==> config.mk <==
export PLATFORM = sky130hd
export DESIGN_NAME = mem_port_arbiter
export DESIGN_NICKNAME = d
export VERILOG_FILES = /design/src/rtl/mem_port_arbiter_pkg.sv /design/src/rtl/mem_port_arbiter_priority_sel.sv /design/src/rtl/mem_port_arbiter.sv
export SDC_FILE = /design/constraint.sdc
export NUM_CORES = 1
export LEC_CHECK = 0
export CAP_MARGIN = 25
export CORE_MARGIN = 3
export CORE_UTILIZATION = 25
export CTS_CLUSTER_DIAMETER = 30
export DETAILED_ROUTE_END_ITERATION = 7
export RECOVER_POWER = 100
export SYNTH_ARGS = -nofsm -noshare
export SYNTH_HDL_FRONTEND = slang
export SYNTH_SLANG_ARGS = --single-unit
==> constraint.sdc <==
create_clock -name clk_i -period 3.61 [get_ports clk_i]
set_clock_uncertainty 0.2 [all_clocks]
set_input_delay 0.722 -clock clk_i [delete_from_list [all_inputs] [get_ports clk_i]]
set_output_delay 0.722 -clock clk_i [all_outputs]
set_load 0.005 [all_outputs]
==> src/rtl/mem_port_arbiter_pkg.sv <==
`default_nettype none
// ============================================================================
// Module      : mem_port_arbiter_pkg
// Description : Shared types and constants for the IF/D memory port arbiter.
// Revision    : 1.0 - initial release
// ============================================================================
package mem_port_arbiter_pkg;

    // Arbiter sequencing states
    typedef enum logic [1:0] {
        IDLE    = 2'd0,
        BUSY_IF = 2'd1,
        BUSY_D  = 2'd2
    } arb_state_t;

    // Requester identifiers
    localparam logic REQ_IF = 1'b0;
    localparam logic REQ_D  = 1'b1;

    // Widths of the D-streak counter and the BUSY timeout timer
    localparam int STREAK_W = 4;
    localparam int TIMER_W  = 8;

endpackage : mem_port_arbiter_pkg
`default_nettype wire

==> src/rtl/mem_port_arbiter_priority_sel.sv <==
`default_nettype none
// ============================================================================
// Module      : arb_priority_sel
// Description : Combinational winner select between IF and D, plus the
//               next value of the D-streak counter that bounds IF starvation.
// Revision    : 1.0 - initial release
// ============================================================================
module arb_priority_sel
    import mem_port_arbiter_pkg::*;
#(
    parameter int MAX_D_STREAK = 4
) (
    input  logic                if_elig_i,
    input  logic                d_elig_i,
    input  logic [STREAK_W-1:0] streak_q_i,
    output logic                grant_o,
    output logic                grant_id_o,
    output logic [STREAK_W-1:0] streak_d_o
);

    localparam logic [STREAK_W-1:0] STREAK_MAX = STREAK_W'(MAX_D_STREAK);

    // D normally wins; IF is forced once D has won MAX_D_STREAK times in a row
    always_comb begin
        grant_o    = 1'b0;
        grant_id_o = REQ_IF;
        streak_d_o = streak_q_i;
        if (d_elig_i && !(if_elig_i && (streak_q_i == STREAK_MAX))) begin
            grant_o    = 1'b1;
            grant_id_o = REQ_D;
            // Only a D win over a waiting IF extends the streak
            if (if_elig_i) begin
                streak_d_o = streak_q_i + STREAK_W'(1);
            end else begin
                streak_d_o = '0;
            end
        end else if (if_elig_i) begin
            grant_o    = 1'b1;
            grant_id_o = REQ_IF;
            streak_d_o = '0;
        end
    end

endmodule : arb_priority_sel
`default_nettype wire

==> src/rtl/mem_port_arbiter.sv <==
`default_nettype none
// ============================================================================
// Module      : mem_port_arbiter
// Description : Shares one variable-latency memory port between instruction
//               fetch (IF) and data access (D). One transaction at a time,
//               single-cycle valid pulses, stall outputs, flush-drop of
//               in-flight fetches and a BUSY timeout with bus error.
// Revision    : 1.0 - initial release
// ============================================================================
module mem_port_arbiter
    import mem_port_arbiter_pkg::*;
#(
    parameter int ADDR_W       = 16,
    parameter int DATA_W       = 16,
    parameter int MAX_D_STREAK = 4,
    parameter int TIMEOUT      = 15
) (
    input  logic              clk_i,
    input  logic              reset_i,
    input  logic              flush_i,
    input  logic              if_req_i,
    input  logic [ADDR_W-1:0] if_addr_i,
    output logic [DATA_W-1:0] if_rdata_o,
    output logic              if_valid_o,
    input  logic              d_req_i,
    input  logic              d_we_i,
    input  logic [ADDR_W-1:0] d_addr_i,
    input  logic [DATA_W-1:0] d_wdata_i,
    output logic [DATA_W-1:0] d_rdata_o,
    output logic              d_valid_o,
    output logic              stall_if_o,
    output logic              stall_mem_o,
    output logic              bus_err_o,
    output logic              mem_req_o,
    output logic              mem_we_o,
    output logic [ADDR_W-1:0] mem_addr_o,
    output logic [DATA_W-1:0] mem_wdata_o,
    input  logic [DATA_W-1:0] mem_rdata_i,
    input  logic              mem_ready_i
);

    arb_state_t          state_q;
    logic [STREAK_W-1:0] streak_q;
    logic [STREAK_W-1:0] streak_d;
    logic [TIMER_W-1:0]  timer_q;
    logic [TIMER_W-1:0]  timer_d;
    logic                drop_q;
    logic                mem_req_q;
    logic                mem_we_q;
    logic [ADDR_W-1:0]   mem_addr_q;
    logic [DATA_W-1:0]   mem_wdata_q;
    logic [DATA_W-1:0]   if_rdata_q;
    logic                if_valid_q;
    logic [DATA_W-1:0]   d_rdata_q;
    logic                d_valid_q;
    logic                bus_err_q;

    logic if_elig;
    logic d_elig;
    logic grant;
    logic grant_id;
    logic timeout_hit;
    logic done;

    // A requester is never re-granted during its own valid cycle
    assign if_elig = (state_q == IDLE) & if_req_i & ~if_valid_q & ~flush_i;
    assign d_elig  = (state_q == IDLE) & d_req_i & ~d_valid_q;

    assign timer_d     = timer_q + TIMER_W'(1);
    assign timeout_hit = (TIMEOUT != 0) && (timer_d == TIMER_W'(TIMEOUT));
    assign done        = mem_ready_i | timeout_hit;

    arb_priority_sel #(
        .MAX_D_STREAK (MAX_D_STREAK)
    ) u_sel (
        .if_elig_i  (if_elig),
        .d_elig_i   (d_elig),
        .streak_q_i (streak_q),
        .grant_o    (grant),
        .grant_id_o (grant_id),
        .streak_d_o (streak_d)
    );

    // Transaction sequencer with registered memory-side and requester outputs
    always_ff @(posedge clk_i or posedge reset_i) begin
        if (reset_i) begin
            state_q     <= IDLE;
            streak_q    <= '0;
            timer_q     <= '0;
            drop_q      <= 1'b0;
            mem_req_q   <= 1'b0;
            mem_we_q    <= 1'b0;
            mem_addr_q  <= '0;
            mem_wdata_q <= '0;
            if_rdata_q  <= '0;
            if_valid_q  <= 1'b0;
            d_rdata_q   <= '0;
            d_valid_q   <= 1'b0;
            bus_err_q   <= 1'b0;
        end else begin
            if_valid_q <= 1'b0;
            d_valid_q  <= 1'b0;
            bus_err_q  <= 1'b0;
            case (state_q)
                IDLE: begin
                    streak_q <= streak_d;
                    if (grant) begin
                        mem_req_q <= 1'b1;
                        timer_q   <= '0;
                        drop_q    <= 1'b0;
                        if (grant_id == REQ_D) begin
                            mem_addr_q  <= d_addr_i;
                            mem_we_q    <= d_we_i;
                            mem_wdata_q <= d_wdata_i;
                            state_q     <= BUSY_D;
                        end else begin
                            mem_addr_q <= if_addr_i;
                            mem_we_q   <= 1'b0;
                            state_q    <= BUSY_IF;
                        end
                    end
                end
                BUSY_IF: begin
                    if (done) begin
                        mem_req_q <= 1'b0;
                        mem_we_q  <= 1'b0;
                        drop_q    <= 1'b0;
                        state_q   <= IDLE;
                        // A flush seen at any point, including this cycle, drops the result
                        if (!(drop_q || flush_i)) begin
                            if_valid_q <= 1'b1;
                            bus_err_q  <= ~mem_ready_i;
                            if_rdata_q <= mem_ready_i ? mem_rdata_i : '0;
                        end
                    end else begin
                        timer_q <= timer_d;
                        if (flush_i) begin
                            drop_q <= 1'b1;
                        end
                    end
                end
                BUSY_D: begin
                    if (done) begin
                        mem_req_q <= 1'b0;
                        mem_we_q  <= 1'b0;
                        state_q   <= IDLE;
                        d_valid_q <= 1'b1;
                        bus_err_q <= ~mem_ready_i;
                        if (!mem_we_q) begin
                            d_rdata_q <= mem_ready_i ? mem_rdata_i : '0;
                        end
                    end else begin
                        timer_q <= timer_d;
                    end
                end
                default: begin
                    state_q <= IDLE;
                end
            endcase
        end
    end

    assign stall_if_o  = if_req_i & ~if_valid_q;
    assign stall_mem_o = d_req_i & ~d_valid_q;
    assign if_rdata_o  = if_rdata_q;
    assign if_valid_o  = if_valid_q;
    assign d_rdata_o   = d_rdata_q;
    assign d_valid_o   = d_valid_q;
    assign bus_err_o   = bus_err_q;
    assign mem_req_o   = mem_req_q;
    assign mem_we_o    = mem_we_q;
    assign mem_addr_o  = mem_addr_q;
    assign mem_wdata_o = mem_wdata_q;

endmodule : mem_port_arbiter
`default_nettype wire

==> results.sh <==
export IMPL_cts_tree="built"
export IMPL_rsz0062_at_grt="no"
export IMPL_setup_ws_ns=0.474
export IMPL_setup_tns_final_ns=0
export IMPL_holdBufCountCts=0
export IMPL_cts_made_buffers=9
export IMPL_wl_per_cell_um=16.2
export IMPL_synth_edff_count=0
export IMPL_fin_hold_ws_ns=0.283
export IMPL_fin_nets=532
export IMPL_synth_distinct_cells=45
export IMPL_track_usage_pct=13.4
export IMPL_drtPass1Iterations=5
export IMPL_synth_seq_cells=84
export IMPL_max_vdd_ir_drop_mv=0.295
export IMPL_total_leakage_power_uw=0.00243
export IMPL_critical_path_class="in -> reg"
export IMPL_grt_pass1_vias=3193
export IMPL_crit_top_cell="o21ai_0"
export IMPL_cp_num_buf_inv=2
export IMPL_postCtsSetupBuffers=0
export IMPL_core_area_um2=14000
export IMPL_pin_count=142
export IMPL_vias_per_cell=4.74
export IMPL_finalHoldViolations=0
export IMPL_worstMarginPinSlew_ns=2.03
export IMPL_wl_um=10300
export IMPL_crit_fanout=15
export IMPL_min_path_type="reg -> reg"
export IMPL_finalSetupViolations=0
export IMPL_yosys_warnings=0
export IMPL_violations="max-capacitance violations, max-slew violations"
export IMPL_maxCapViolCount=1
export IMPL_worstSetupStartpointType="input pin"
export IMPL_synth_area_um2=3620
export IMPL_grt_overflow_total=0
export IMPL_worstPathRequired_ns=3.68
export IMPL_ctsLongestPathBuffers=2
export IMPL_ys_flop_type="dfrtp_1"
export IMPL_grt_antenna_before_repair=0
export IMPL_dieArea_um2=15900
export IMPL_yosysSeqAreaShare_pct=58.1
export IMPL_cp_end_kind="register"
export IMPL_synthArstFlopShare_pct=100
export IMPL_insertion_delay_ns=0.35
export IMPL_dp_slack_ns=0.660
export IMPL_synth_nets=389
export IMPL_multiInputGateArea_um2=1390
export IMPL_powerDensity_nw_per_um2=747
export IMPL_dp_hpwl_um=7370
export IMPL_place_congestion=0.833
export IMPL_fillers=1372
export IMPL_cts_sinks=84
export IMPL_grt_pass1_wl_um=16900
export IMPL_drc_errors=0
export IMPL_grt_max_degree=45
export IMPL_die_h_um=126
export IMPL_outcome="finished, violations left"
export IMPL_cts_resized_gates=0
export IMPL_syn_to_final_growth_pct=52.0
export IMPL_final_antenna_net_count=0
export IMPL_initial_core_util_pct=25.8
export IMPL_synth_area_per_cell_um2=11.6
export IMPL_post_route_period_util_pct=86.9
export IMPL_seq_area_um2=2100
export IMPL_die_width_um=126
export IMPL_clkTransAtPathRegs_ns=0.07
export IMPL_max_slew_margin_pct=-35.8
export IMPL_crit_path_max_incr_delay_ns=0.78
export IMPL_synthCells=311
export IMPL_rows=43
export IMPL_worstPathArrival_ns=3.20
export IMPL_power_uw=4100
export IMPL_vias=3032
export IMPL_crit_chain="clkdlybuf4s50_1 > nor2b_1 > nor2b_1 > o21ai_0 > clkbuf_1 > o21ai_0 > o21ai_0"
export IMPL_min_period_ns=3.14
export IMPL_n_antenna_cell=0
export IMPL_h_tree_depth=3
export IMPL_cts_root_buf="clkbuf_16"
export IMPL_path_delay_family="compound AO/OA/AOI/OAI gates"
export IMPL_dr_first_iter_drc_count=146
export IMPL_io_buffer_count=141
export IMPL_fin_util_pct=39.3
export IMPL_cpMaxStageDelayCell="o21ai_0"
export IMPL_drive_above_1_share_pct=9.59
export IMPL_slew_violations=44
export IMPL_max_freq_mhz=319
-- synthesized netlist by cell type (3+ instances only) --
master | n | area [µm²]
clkbuf_1 | 7 | 26.3
ha_1 | 7 | 87.6
inv_1 | 12 | 45.0
a22o_1 | 36 | 315
dfrtp_1 | 84 | 2100
buf_2 | 4 | 20.0
a22oi_1 | 16 | 120
nor2_1 | 16 | 60.1
nand2_1 | 43 | 161
a21oi_1 | 3 | 15.0
nand3_1 | 7 | 35.0
o21ai_0 | 15 | 75.1
o21ai_1 | 3 | 15.0
nor2b_1 | 3 | 18.8
mux2_2 | 17 | 191
-- kinds of logic (layout without fill, tap and decap cells) --
kind of cell,Yosys count,count (layout),synth area share [%]
adders and majority gates,7,7,2.42
xor gates and xnor gates,3,3,0.934
and+or+nand+nor,86,86,11.5
buffers and inverters,26,174,3.15
DFF,84,84,58.1
AOI/OAI and AO/OA,87,87,18.3
muxes,18,18,5.57
-- layout by cell type (no fill, tap or decap), drive strengths merged, types with 13 or more instances in the layout --
| cell | n |
|---|---|
| nand2 | 43 |
| clkdlybuf4s50 | 69 |
| nor2 | 16 |
| a22oi | 16 |
| dlygate4sd3 | 72 |
| mux2 | 17 |
| clkbuf | 13 |
| o21ai | 19 |
| dfrtp | 84 |
| a22o | 36 |
-- registers in the layout (all words and copies together), names as in the netlist --
name and cells:
d_valid_o 1, timer_q 8, state_q 2, if_rdata_o 16, mem_addr_o 16, d_rdata_o 16, mem_wdata_o 16, drop_q 1
mem_req_o 1, bus_err_o 1, mem_we_o 1, streak_q 4, if_valid_o 1
-- metal layers --
metal  track usage (%)  vias to the layer above  routed length (µm)
met2              20.8                       95                5020
met1              17.0                     1520                4410
met5                 0                        -                   0
met3              5.17                       11                 749
met4              4.92                        0                 175
li1                  -                     1406                   -
-- power breakdown --
| part | internal [µW] | switching, µW |
|---|---|---|
| Clock | 483 | 379 |
| Sequential | 1340 | 222 |
| Combinational | 957 | 724 |
-- worst reg2reg max path, stage by stage, from the launching register on --
cell and delay, ns:
dfrtp_1 0.47, ha_1 0.30, xnor2_1 0.14, nor4b_1 0.31, nand4_1 0.31, o21ai_4 0.36
nand3b_2 0.40, a22o_1 0.32
-- stage by stage --
step	std cells	instance area, µm²
final	639	5500
after global routing	639	5500
after CTS	639	5540
after detailed placement	623	5260
after global placement	623	5260
after floorplan	311	3620
-- area by class of cell --
class | instances | area share [%]
clock inverters | 6 | 0.706
flip-flops and latches | 84 | 38.3
inverters | 12 | 0.842
multi-input cells | 201 | 25.3
clock buffers | 10 | 4.35
well taps | 180 | 4.10
repair buffers | 146 | 26.4
-- final timing paths --
kind | startpoint | end | slack (ns) | cells past startpoint
setup / recovery | if_req_i | streak_q[2] | 0.47 | 7
hold / removal | streak_q[3] | streak_q[3] | 0.28 | 1
setup reg to reg | timer_q[0] | d_rdata_o[9] | 0.69 | 7
hold reg to reg | streak_q[3] | streak_q[3] | 0.28 | 1
max in group asynchronous | reset_i | mem_addr_o[13] | 1.10 | 3
min in group asynchronous | reset_i | mem_wdata_o[6] | 1.16 | 2
(Power assumes the default switching activity.)
